<file path="src/rtl/cache_mem_bridge_if.sv">
// cache_mem_bridge_if
// Bundles every handshake and data signal between the miss-handling bridge,
// the cache data array and main memory.
// Parameters:
//   ADDR_WIDTH - byte address width on both the cache and memory side
//   MEM_WIDTH  - width of one memory data beat
//   BEAT_W     - width of a beat index within one block
// Modports:
//   master - the bridge: accepts cache requests and drives the memory commands
//   slave  - the environment: the cache front end plus the memory controller
interface cache_mem_bridge_if #(
  parameter int ADDR_WIDTH = 32,
  parameter int MEM_WIDTH  = 64,
  parameter int BEAT_W     = 3
);

  // cache request side
  logic                  req_valid;
  logic                  req_ready;
  logic [ADDR_WIDTH-1:0] req_rd_addr;
  logic                  req_wb;
  logic [ADDR_WIDTH-1:0] req_wb_addr;

  // victim read-out from the cache data array
  logic [BEAT_W-1:0]     wb_beat;
  logic [MEM_WIDTH-1:0]  wb_data;

  // refill beats back to the cache, plus status
  logic                  fill_valid;
  logic [BEAT_W-1:0]     fill_beat;
  logic [MEM_WIDTH-1:0]  fill_data;
  logic                  done;
  logic                  err;

  // memory command channel
  logic                  mem_cmd_valid;
  logic                  mem_cmd_ready;
  logic                  mem_cmd_we;
  logic [ADDR_WIDTH-1:0] mem_cmd_addr;

  // memory write-data channel
  logic                  mem_wdata_valid;
  logic                  mem_wdata_ready;
  logic [MEM_WIDTH-1:0]  mem_wdata;
  logic                  mem_wdata_last;

  // memory read-data channel (no backpressure)
  logic                  mem_rdata_valid;
  logic [MEM_WIDTH-1:0]  mem_rdata;
  logic                  mem_rdata_last;

  modport master (
    input  req_valid, req_rd_addr, req_wb, req_wb_addr, wb_data,
           mem_cmd_ready, mem_wdata_ready,
           mem_rdata_valid, mem_rdata, mem_rdata_last,
    output req_ready, wb_beat, fill_valid, fill_beat, fill_data, done, err,
           mem_cmd_valid, mem_cmd_we, mem_cmd_addr,
           mem_wdata_valid, mem_wdata, mem_wdata_last
  );

  modport slave (
    output req_valid, req_rd_addr, req_wb, req_wb_addr, wb_data,
           mem_cmd_ready, mem_wdata_ready,
           mem_rdata_valid, mem_rdata, mem_rdata_last,
    input  req_ready, wb_beat, fill_valid, fill_beat, fill_data, done, err,
           mem_cmd_valid, mem_cmd_we, mem_cmd_addr,
           mem_wdata_valid, mem_wdata, mem_wdata_last
  );

endinterface

</file>
<file path="src/rtl/cache_mem_bridge.sv">
// cache_mem_bridge
// Miss-handling burst engine between the cache data array and main memory.
// One line request is taken at a time. A dirty victim is first written back
// as a burst of beats, then the refill block is read as a burst of beats and
// every beat is handed to the cache with its index. done pulses together
// with the last refill beat.
// Ports:
//   clk   - single clock, all state changes on the rising edge
//   rst_n - asynchronous active-low reset; abandons any burst in flight
//   bus   - cache_mem_bridge_if.master: cache request, victim read-out,
//           refill return, status, and the memory command/write/read channels
module cache_mem_bridge #(
  parameter int ADDR_WIDTH  = 32,
  parameter int MEM_WIDTH   = 64,
  parameter int BLOCK_BYTES = 64
) (
  input logic                clk,
  input logic                rst_n,
  cache_mem_bridge_if.master bus
);

  localparam int NBEATS = (BLOCK_BYTES * 8) / MEM_WIDTH;
  localparam int BEAT_W = $clog2(NBEATS);
  localparam logic [BEAT_W-1:0]     LAST_BEAT   = BEAT_W'(NBEATS - 1);
  localparam logic [ADDR_WIDTH-1:0] OFFSET_MASK = ADDR_WIDTH'(BLOCK_BYTES - 1);

  typedef enum logic [2:0] {
    IDLE    = 3'd0,
    WB_CMD  = 3'd1,
    WB_DATA = 3'd2,
    RD_CMD  = 3'd3,
    RD_DATA = 3'd4,
    DONE    = 3'd5
  } state_t;

  state_t                state;
  state_t                state_nxt;

  logic [BEAT_W-1:0]     beat_cnt;
  logic [ADDR_WIDTH-1:0] rd_addr;
  logic [ADDR_WIDTH-1:0] wb_addr;

  logic                  fill_valid_q;
  logic [BEAT_W-1:0]     fill_beat_q;
  logic [MEM_WIDTH-1:0]  fill_data_q;
  logic                  err_q;

  logic                  at_last_beat;
  logic                  proto_err;

  assign at_last_beat = (beat_cnt == LAST_BEAT);

  assign bus.fill_valid = fill_valid_q;
  assign bus.fill_beat  = fill_beat_q;
  assign bus.fill_data  = fill_data_q;
  assign bus.err        = err_q;

  // State register. Reset drops straight back to IDLE so a burst in flight
  // is simply forgotten; the memory side is expected to be reset with us.
  always_ff @(posedge clk or negedge rst_n) begin
    if (!rst_n) begin
      state <= IDLE;
    end else begin
      state <= state_nxt;
    end
  end

  // Next-state logic and all handshake outputs. Everything here is a pure
  // function of the state, the beat counter and the latched addresses, so
  // command and write-data outputs cannot move while memory stalls.
  // The write burst ends on the counter alone; the read burst likewise ends
  // on the counter, never on mem_rdata_last.
  always_comb begin
    state_nxt           = state;
    bus.req_ready       = 1'b0;
    bus.mem_cmd_valid   = 1'b0;
    bus.mem_cmd_we      = 1'b0;
    bus.mem_cmd_addr    = '0;
    bus.mem_wdata_valid = 1'b0;
    bus.mem_wdata       = '0;
    bus.mem_wdata_last  = 1'b0;
    bus.wb_beat         = '0;
    bus.done            = 1'b0;

    case (state)
      IDLE: begin
        bus.req_ready = 1'b1;
        if (bus.req_valid) begin
          state_nxt = bus.req_wb ? WB_CMD : RD_CMD;
        end
      end

      WB_CMD: begin
        bus.mem_cmd_valid = 1'b1;
        bus.mem_cmd_we    = 1'b1;
        bus.mem_cmd_addr  = wb_addr;
        if (bus.mem_cmd_ready) begin
          state_nxt = WB_DATA;
        end
      end

      WB_DATA: begin
        bus.mem_wdata_valid = 1'b1;
        bus.wb_beat         = beat_cnt;
        bus.mem_wdata       = bus.wb_data;
        bus.mem_wdata_last  = at_last_beat;
        if (bus.mem_wdata_ready && at_last_beat) begin
          state_nxt = RD_CMD;
        end
      end

      RD_CMD: begin
        bus.mem_cmd_valid = 1'b1;
        bus.mem_cmd_we    = 1'b0;
        bus.mem_cmd_addr  = rd_addr;
        if (bus.mem_cmd_ready) begin
          state_nxt = RD_DATA;
        end
      end

      RD_DATA: begin
        if (bus.mem_rdata_valid && at_last_beat) begin
          state_nxt = DONE;
        end
      end

      DONE: begin
        bus.done  = 1'b1;
        state_nxt = IDLE;
      end

      default: begin
        state_nxt = IDLE;
      end
    endcase
  end

  // Read-channel protocol check. Any read beat outside the refill burst is
  // an error, as is a last flag that disagrees with the beat count.
  always_comb begin
    proto_err = 1'b0;
    if (bus.mem_rdata_valid) begin
      if (state != RD_DATA) begin
        proto_err = 1'b1;
      end else if (bus.mem_rdata_last != at_last_beat) begin
        proto_err = 1'b1;
      end
    end
  end

  // Datapath: address latches, the shared beat counter, the registered
  // refill return and the sticky error flag. The counter is cleared each
  // time a command is accepted; its natural wrap after the final beat
  // coincides with leaving the data state, so it never wraps mid-burst.
  always_ff @(posedge clk or negedge rst_n) begin
    if (!rst_n) begin
      beat_cnt     <= '0;
      rd_addr      <= '0;
      wb_addr      <= '0;
      fill_valid_q <= 1'b0;
      fill_beat_q  <= '0;
      fill_data_q  <= '0;
      err_q        <= 1'b0;
    end else begin
      fill_valid_q <= 1'b0;

      case (state)
        IDLE: begin
          if (bus.req_valid) begin
            rd_addr <= bus.req_rd_addr & ~OFFSET_MASK;
            wb_addr <= bus.req_wb_addr & ~OFFSET_MASK;
          end
        end

        WB_CMD, RD_CMD: begin
          if (bus.mem_cmd_ready) begin
            beat_cnt <= '0;
          end
        end

        WB_DATA: begin
          if (bus.mem_wdata_ready) begin
            beat_cnt <= beat_cnt + BEAT_W'(1);
          end
        end

        RD_DATA: begin
          if (bus.mem_rdata_valid) begin
            fill_valid_q <= 1'b1;
            fill_beat_q  <= beat_cnt;
            fill_data_q  <= bus.mem_rdata;
            beat_cnt     <= beat_cnt + BEAT_W'(1);
          end
        end

        default: begin
        end
      endcase

      if (proto_err) begin
        err_q <= 1'b1;
      end
    end
  end

endmodule

</file>
<file path="src/flat_wrapper.sv">
// flat-port wrapper written by rule: the top's interface ports become plain ports
module cache_mem_bridge_flat 
#(
  parameter int ADDR_WIDTH  = 32,
  parameter int MEM_WIDTH   = 64,
  parameter int BLOCK_BYTES = 64
)
  (clk, rst_n, bus_req_valid, bus_req_rd_addr, bus_req_wb, bus_req_wb_addr, bus_wb_data, bus_mem_cmd_ready, bus_mem_wdata_ready, bus_mem_rdata_valid, bus_mem_rdata, bus_mem_rdata_last, bus_req_ready, bus_wb_beat, bus_fill_valid, bus_fill_beat, bus_fill_data, bus_done, bus_err, bus_mem_cmd_valid, bus_mem_cmd_we, bus_mem_cmd_addr, bus_mem_wdata_valid, bus_mem_wdata, bus_mem_wdata_last);
  cache_mem_bridge_if #(.ADDR_WIDTH(ADDR_WIDTH), .MEM_WIDTH(MEM_WIDTH)) bus_i ();
  input logic clk;
  input logic rst_n;
  input wire logic [$bits(bus_i.req_valid)-1:0] bus_req_valid;
  input wire logic [$bits(bus_i.req_rd_addr)-1:0] bus_req_rd_addr;
  input wire logic [$bits(bus_i.req_wb)-1:0] bus_req_wb;
  input wire logic [$bits(bus_i.req_wb_addr)-1:0] bus_req_wb_addr;
  input wire logic [$bits(bus_i.wb_data)-1:0] bus_wb_data;
  input wire logic [$bits(bus_i.mem_cmd_ready)-1:0] bus_mem_cmd_ready;
  input wire logic [$bits(bus_i.mem_wdata_ready)-1:0] bus_mem_wdata_ready;
  input wire logic [$bits(bus_i.mem_rdata_valid)-1:0] bus_mem_rdata_valid;
  input wire logic [$bits(bus_i.mem_rdata)-1:0] bus_mem_rdata;
  input wire logic [$bits(bus_i.mem_rdata_last)-1:0] bus_mem_rdata_last;
  output wire logic [$bits(bus_i.req_ready)-1:0] bus_req_ready;
  output wire logic [$bits(bus_i.wb_beat)-1:0] bus_wb_beat;
  output wire logic [$bits(bus_i.fill_valid)-1:0] bus_fill_valid;
  output wire logic [$bits(bus_i.fill_beat)-1:0] bus_fill_beat;
  output wire logic [$bits(bus_i.fill_data)-1:0] bus_fill_data;
  output wire logic [$bits(bus_i.done)-1:0] bus_done;
  output wire logic [$bits(bus_i.err)-1:0] bus_err;
  output wire logic [$bits(bus_i.mem_cmd_valid)-1:0] bus_mem_cmd_valid;
  output wire logic [$bits(bus_i.mem_cmd_we)-1:0] bus_mem_cmd_we;
  output wire logic [$bits(bus_i.mem_cmd_addr)-1:0] bus_mem_cmd_addr;
  output wire logic [$bits(bus_i.mem_wdata_valid)-1:0] bus_mem_wdata_valid;
  output wire logic [$bits(bus_i.mem_wdata)-1:0] bus_mem_wdata;
  output wire logic [$bits(bus_i.mem_wdata_last)-1:0] bus_mem_wdata_last;
  assign bus_i.req_valid = bus_req_valid;
  assign bus_i.req_rd_addr = bus_req_rd_addr;
  assign bus_i.req_wb = bus_req_wb;
  assign bus_i.req_wb_addr = bus_req_wb_addr;
  assign bus_i.wb_data = bus_wb_data;
  assign bus_i.mem_cmd_ready = bus_mem_cmd_ready;
  assign bus_i.mem_wdata_ready = bus_mem_wdata_ready;
  assign bus_i.mem_rdata_valid = bus_mem_rdata_valid;
  assign bus_i.mem_rdata = bus_mem_rdata;
  assign bus_i.mem_rdata_last = bus_mem_rdata_last;
  assign bus_req_ready = bus_i.req_ready;
  assign bus_wb_beat = bus_i.wb_beat;
  assign bus_fill_valid = bus_i.fill_valid;
  assign bus_fill_beat = bus_i.fill_beat;
  assign bus_fill_data = bus_i.fill_data;
  assign bus_done = bus_i.done;
  assign bus_err = bus_i.err;
  assign bus_mem_cmd_valid = bus_i.mem_cmd_valid;
  assign bus_mem_cmd_we = bus_i.mem_cmd_we;
  assign bus_mem_cmd_addr = bus_i.mem_cmd_addr;
  assign bus_mem_wdata_valid = bus_i.mem_wdata_valid;
  assign bus_mem_wdata = bus_i.mem_wdata;
  assign bus_mem_wdata_last = bus_i.mem_wdata_last;
  cache_mem_bridge #(.ADDR_WIDTH(ADDR_WIDTH), .MEM_WIDTH(MEM_WIDTH), .BLOCK_BYTES(BLOCK_BYTES)) u_core (.clk(clk), .rst_n(rst_n), .bus(bus_i));
endmodule
</file>
<file path="config.mk">
export PLATFORM = sky130hd
export DESIGN_NAME = cache_mem_bridge_flat
export DESIGN_NICKNAME = d
export VERILOG_FILES = /design/src/rtl/cache_mem_bridge_if.sv /design/src/rtl/cache_mem_bridge.sv /design/src/flat_wrapper.sv
export SDC_FILE = /design/constraint.sdc
export NUM_CORES = 1
export LEC_CHECK = 0
export BUFFER_PORTS_ARGS = -buffer_cell sky130_fd_sc_hd__buf_2
export CAP_MARGIN = 20
export CORE_AREA = 10 10 137 139
export CTS_CLUSTER_SIZE = 8
export DETAILED_ROUTE_END_ITERATION = 8
export DIE_AREA = 0 0 147 149
export PLACE_DENSITY = 0.72
export RECOVER_POWER = 50
export SYNTH_ARGS = -nofsm -noshare
export SYNTH_HDL_FRONTEND = slang
export SYNTH_SLANG_ARGS = --single-unit
</file>
<file path="constraint.sdc">
create_clock -name clk -period 1.85 [get_ports clk]
set_input_delay 0 -clock clk [delete_from_list [all_inputs] [get_ports clk]]
set_output_delay 0 -clock clk [all_outputs]
set_load 0.01 [all_outputs]
</file>
# After elaboration in Yosys (flattened, before gate mapping)
# Index checks and enable logic that the tools add are counted.
dict set report op_classes {
  n_addsub 1
  eq_ne 16
  mux 25
  reduce_logical 9
}
# operator n
set ops {}
lappend ops {{$mux W64} 1}
lappend ops {{$pmux W32 S2} 1}
lappend ops {{$mux W3} 9}
lappend ops {{$pmux W3 S5} 1}
lappend ops {{$mux W1} 11}
lappend ops {{$ne A2 B2 Y1 const B} 5}
lappend ops {{$eq A3 B3 Y1 const B} 3}
lappend ops {{$pmux W3 S3} 1}
lappend ops {{$eq A3 B2 Y1 const B} 2}
lappend ops {{$ne A2 B1 Y1 const B} 3}
lappend ops {{$reduce_and A5 Y1} 1}
lappend ops {{$reduce_and A2 Y1} 2}
lappend ops {{$reduce_and A4 Y1} 1}
lappend ops {{$add A3 B1 Y3 const B} 1}
lappend ops {{$eq A3 B1 Y1 const B} 1}
lappend ops {{$logic_not A3 Y1} 1}
lappend ops {{$ne A3 B3 Y1 const B} 1}
lappend ops {{$reduce_bool A3 Y1} 1}
lappend ops {{$logic_and A1 B1 Y1} 2}
lappend ops {{$mux W2} 1}
lappend ops {{$reduce_or A2 Y1} 1}
lappend ops {{$ne A1 B1 Y1} 1}
dict set report word_totals {
  reg_bits 127
  inputBits 200
  output_inout_bits 174
  elab_cells 59
}

# Depth between registers and ports, before layout
dict set report depth {
  ltp_word 5
  mapped_depth 8
  depth_no_buf 5
}

# Worst setup path before layout
# OpenSTA, ideal clock, no wires.
dict set report synth_timing {
  path_kind {reg-to-reg}
  start {register u_core.state[0]}
  end {register u_core.rd_addr[10]}
  setup_ns 0.125
  t_arrival_ns 1.655
  t_required_ns 1.725
  slack_ns 0.070
  path_stages_with_launch 7
  n_path_buf 3
  synth_period_minus_slack_ns 1.780
  path_cell_list {dfrtp_1 > buf_2 > nor3_1 > and2_1 > buf_2 > buf_4 > mux2_2}
}
dict set report synth_via {
  elab_chain_cells 2
}
# item line_no
set synth_lines {}
lappend synth_lines {{from (decl)} cache_mem_bridge.sv:36} ;# state_t state;
lappend synth_lines {{from (signal assigned)} cache_mem_bridge.sv:64} ;# state <= state_nxt;
lappend synth_lines {{$logic_not A3 Y1} cache_mem_bridge.sv:167} ;# case (state)
lappend synth_lines {{$reduce_and A2 Y1 (no line)} -}
lappend synth_lines {{to (signal assigned)} cache_mem_bridge.sv:170} ;# rd_addr <= bus.req_rd_addr & ~OFFSET_MASK;
lappend synth_lines {{to (decl)} cache_mem_bridge.sv:40} ;# logic [ADDR_WIDTH-1:0] rd_addr;
# No other way between the ends.
# A chain may end at the register's enable or synchronous reset.

# Final worst setup path
dict set report layout_timing {
  start {register u_core.state[1]}
  end {register u_core.beat_cnt[0]}
}
dict set report layout_via {
  elab_chain_cells 4
  elab_cells_between_ends 11
  classes_between {eq/ne (7); mux (1); reduce/logical (3)}
}
# item line_no
set layout_lines {}
lappend layout_lines {{$eq A3 B1 Y1 / $eq A3 B2 Y1 (equally long branches)} cache_mem_bridge.sv:167}
lappend layout_lines {{$reduce_or A2 Y1 (no line)} -}
lappend layout_lines {{$ne A2 B1 Y1 (no line) / $reduce_bool A3 Y1 (equally long branches)} -}
lappend layout_lines {{$reduce_and A4 Y1 (no line)} -}
lappend layout_lines {{to (signal assigned)} cache_mem_bridge.sv:183} ;# beat_cnt <= beat_cnt + BEAT_W'(1);
lappend layout_lines {{to (signal assigned)} cache_mem_bridge.sv:192} ;# beat_cnt <= beat_cnt + BEAT_W'(1);
lappend layout_lines {{to (decl)} cache_mem_bridge.sv:39} ;# logic [BEAT_W-1:0] beat_cnt;
# Parallel ways exist; a longest one is shown, timed or not.

==> impl_metrics.ini <==
[yosys]
ys_seq_area_share_pct = 52.8
synth_most_common_cell = dfrtp_1
synth.distinct_cells = 38
ys.warnings.count = 0
synthArstFlopShare_pct = 100
synth-edff-count = 0
synth_common_cells = dfrtp_1 (127), mux2_2 (100), and2_1 (70)
avgSynthCellArea_um2 = 13.2
synth_top_area_share_pct = 52.8
yosys_most_used_dff = dfrtp_1
yosysTopAreaCell = dfrtp_1
syn_inst = 457
ys_ff_latch = 127
synthesis.area_um2 = 6020
ys_top_cells_by_area = dfrtp_1 (53%), mux2_2 (19%), and2_1 (7.3%)

[floorplanning]
fp.coreArea_um2 = 16200
row_count = 47
die_w_um = 147
fp.dieH_um = 149
die-area_um2 = 21900
start_util_pct = 37.2
io_pins = 374

[critical_path]
critPathArrivalTime_ps = 2080
endpoint_kind = flop
worstSetupPathType = flop to flop
worstPathRequired_ps = 2130
start_kind = flop
worstPathMaxFanout = 8

[drt]
drc = 0
finalWirelength_mm = 23.5
detail-route-antenna-nets = 0
vias = 5475
first_pass_iters = 4
drt_iter0_drc = 150
vias_per_cell = 4.64
wire_per_inst_um = 19.9

[global_route]
track_usage_pct = 20.9
grt_max_degree = 57
grt_remaining_overflow = 0
grt_pass1_vias = 6147
antenna_found_initial = 6
grt_first_pass_wirelength_mm = 35.5

[finish]
stdcell_count = 1181
syn_to_final_growth_pct = 63.9
regArea_um2 = 3180
multiInputGateArea_um2 = 2600
drive_gt1_share_pct = 49.0
fin_nets = 1145
num-fill-cells = 1313

[run_status]
status = completed

[sta]
rsz0062_at_grt = false
hold_viol_final = 0
max_slew_margin_pct = 37.6
finClkSkew_ps = 11.4
tightest_slew_ps = 935
finalCritPeriodShare_pct = 97.2
maxSlewViolCount = 0
setup_viol_count_final = 0
fmax_ghz = 0.556
finalCriticalPeriod_ps = 1800
finalSetupTns_ps = 0

[placed_design]
io_buffers = 355
place_inst = 1017
routabilityCongestion = 0.894
dp_hpwl_mm = 16.7

[min_path]
holdCritPathClass = primary input to flop

[clock_network]
clkSinkCount = 127
cts.clk_slew.worst_paths_ps = 60
clock_path_buffers = 2
cts_root_buffer = clkbuf_16
cts_tree = done
cts_made_buffers = 17
insertion_delay_ps = 420
cts_max_level = 4

[power]
irDropWorstVdd_mv = 0.775
leakage_nw = 4.94
p_per_area_nw_per_um2 = 1560

[job]
maxCapViolations = 0
==> cell usage in the layout, fill, tap and decap left out, drive strengths merged, types with 4 or more instances in the layout <==
cell	synthesis	final
buf	29	310
mux2	119	119
and2	70	70
dlygate4sd3	0	120
conb	1	6
inv	2	8
nand3	4	4
dfrtp	127	127
nor2	28	28
diode	0	6
clkbuf	11	89
nor3b	6	6
mux2i	27	27
==> state kept, by name (all words and copies together), names as in the netlist <==
register	flops
u_core.bus.fill_beat	3
u_core.wb_addr	26
u_core.bus.err	1
u_core.rd_addr	26
u_core.state	3
u_core.bus.fill_data	64
u_core.beat_cnt	3
u_core.bus.fill_valid	1
==> stage by stage <==
step                util, %  power (mW)  hold slack [ps]  area [um^2]  setup WS (ps)
finish                 61.0        15.3             87.6         9870           52.2
global route           61.0        16.3              115         9870           1.28
CTS                    61.4        15.6             74.2         9930           19.0
detailed placement     49.9        11.7            -1.88         8070           84.0
global placement       49.9        11.5            -13.2         8070           73.9
floorplan                 -        8.91             -296         6040           70.2
==> worst max-delay path, cell delays in order, from the launching register on <==
cell	delay (ps)
dfrtp_2	460
buf_4	160
or4b_2	700
a41oi_1	210
o221ai_1	140
==> final cells by class <==
cell class	instances	share of cell area (%)
Sequential cell	127	32.2
Timing Repair Buffer	502	32.2
Multi-Input combinational cell	293	26.4
Clock buffer	17	4.31
Tap cell	220	2.79
Clock inverter	14	1.81
Antenna cell	6	0.152
Inverter	2	0.0761
==> cell families (layout without fill, tap and decap cells) <==
logic type	after synthesis	in the layout	synth area share [%]
buf+inv	42	535	4.34
simple gates	121	121	11.9
mux	146	146	27.9
fa+ha+maj	2	2	0.416
xor+xnor	1	1	0.146
flops	127	127	52.8
other cells	1	12	0.0623
compound gates	17	17	2.37
==> routing by layer <==
metal  vias up  wire length [um]  GRT usage (%)
li1       2551                 -              -
met5         -                 0              0
met4         0               576           9.51
met3        36              1600           6.74
met1      2658              7700           19.0
met2       230             13600           41.2
==> path summary, 6_finish.rpt <==
check / from / depth (start not counted) / end / slack, ps
max in group asynchronous: rst_n / 3 / u_core.state[2] / 380
max: u_core.state[1] / 4 / u_core.beat_cnt[0] / 50
min in group asynchronous: rst_n / 2 / u_core.bus.fill_data[63] / 280
max reg2reg: u_core.state[1] / 4 / u_core.beat_cnt[0] / 50
min reg2reg: u_core.bus.err / 1 / u_core.bus.err / 450
min: bus_req_wb / 4 / u_core.state[1] / 90
==> where the power goes <==
part / switching [mW] / internal [mW] / leakage (nW)
clock network: 1.31 / 2.14 / 0.293
logic: 3.42 / 3.51 / 3.07
registers: 0.798 / 4.17 / 1.59
==> what timing repair did <==
| item | CTS | global route |
|---|---|---|
| hold endpoints to repair | 241 | 0 |
| endpoints found under the setup margin | 75 | 89 |
| cloned | 1 | 0 |
| gates resized for setup | 4 | 6 |
| hold buffers | 120 | 0 |
| pin swaps | 1 | 1 |
| buffers inserted | 2 | 4 |
No activity file was read; power rests on OpenSTA's default activity.
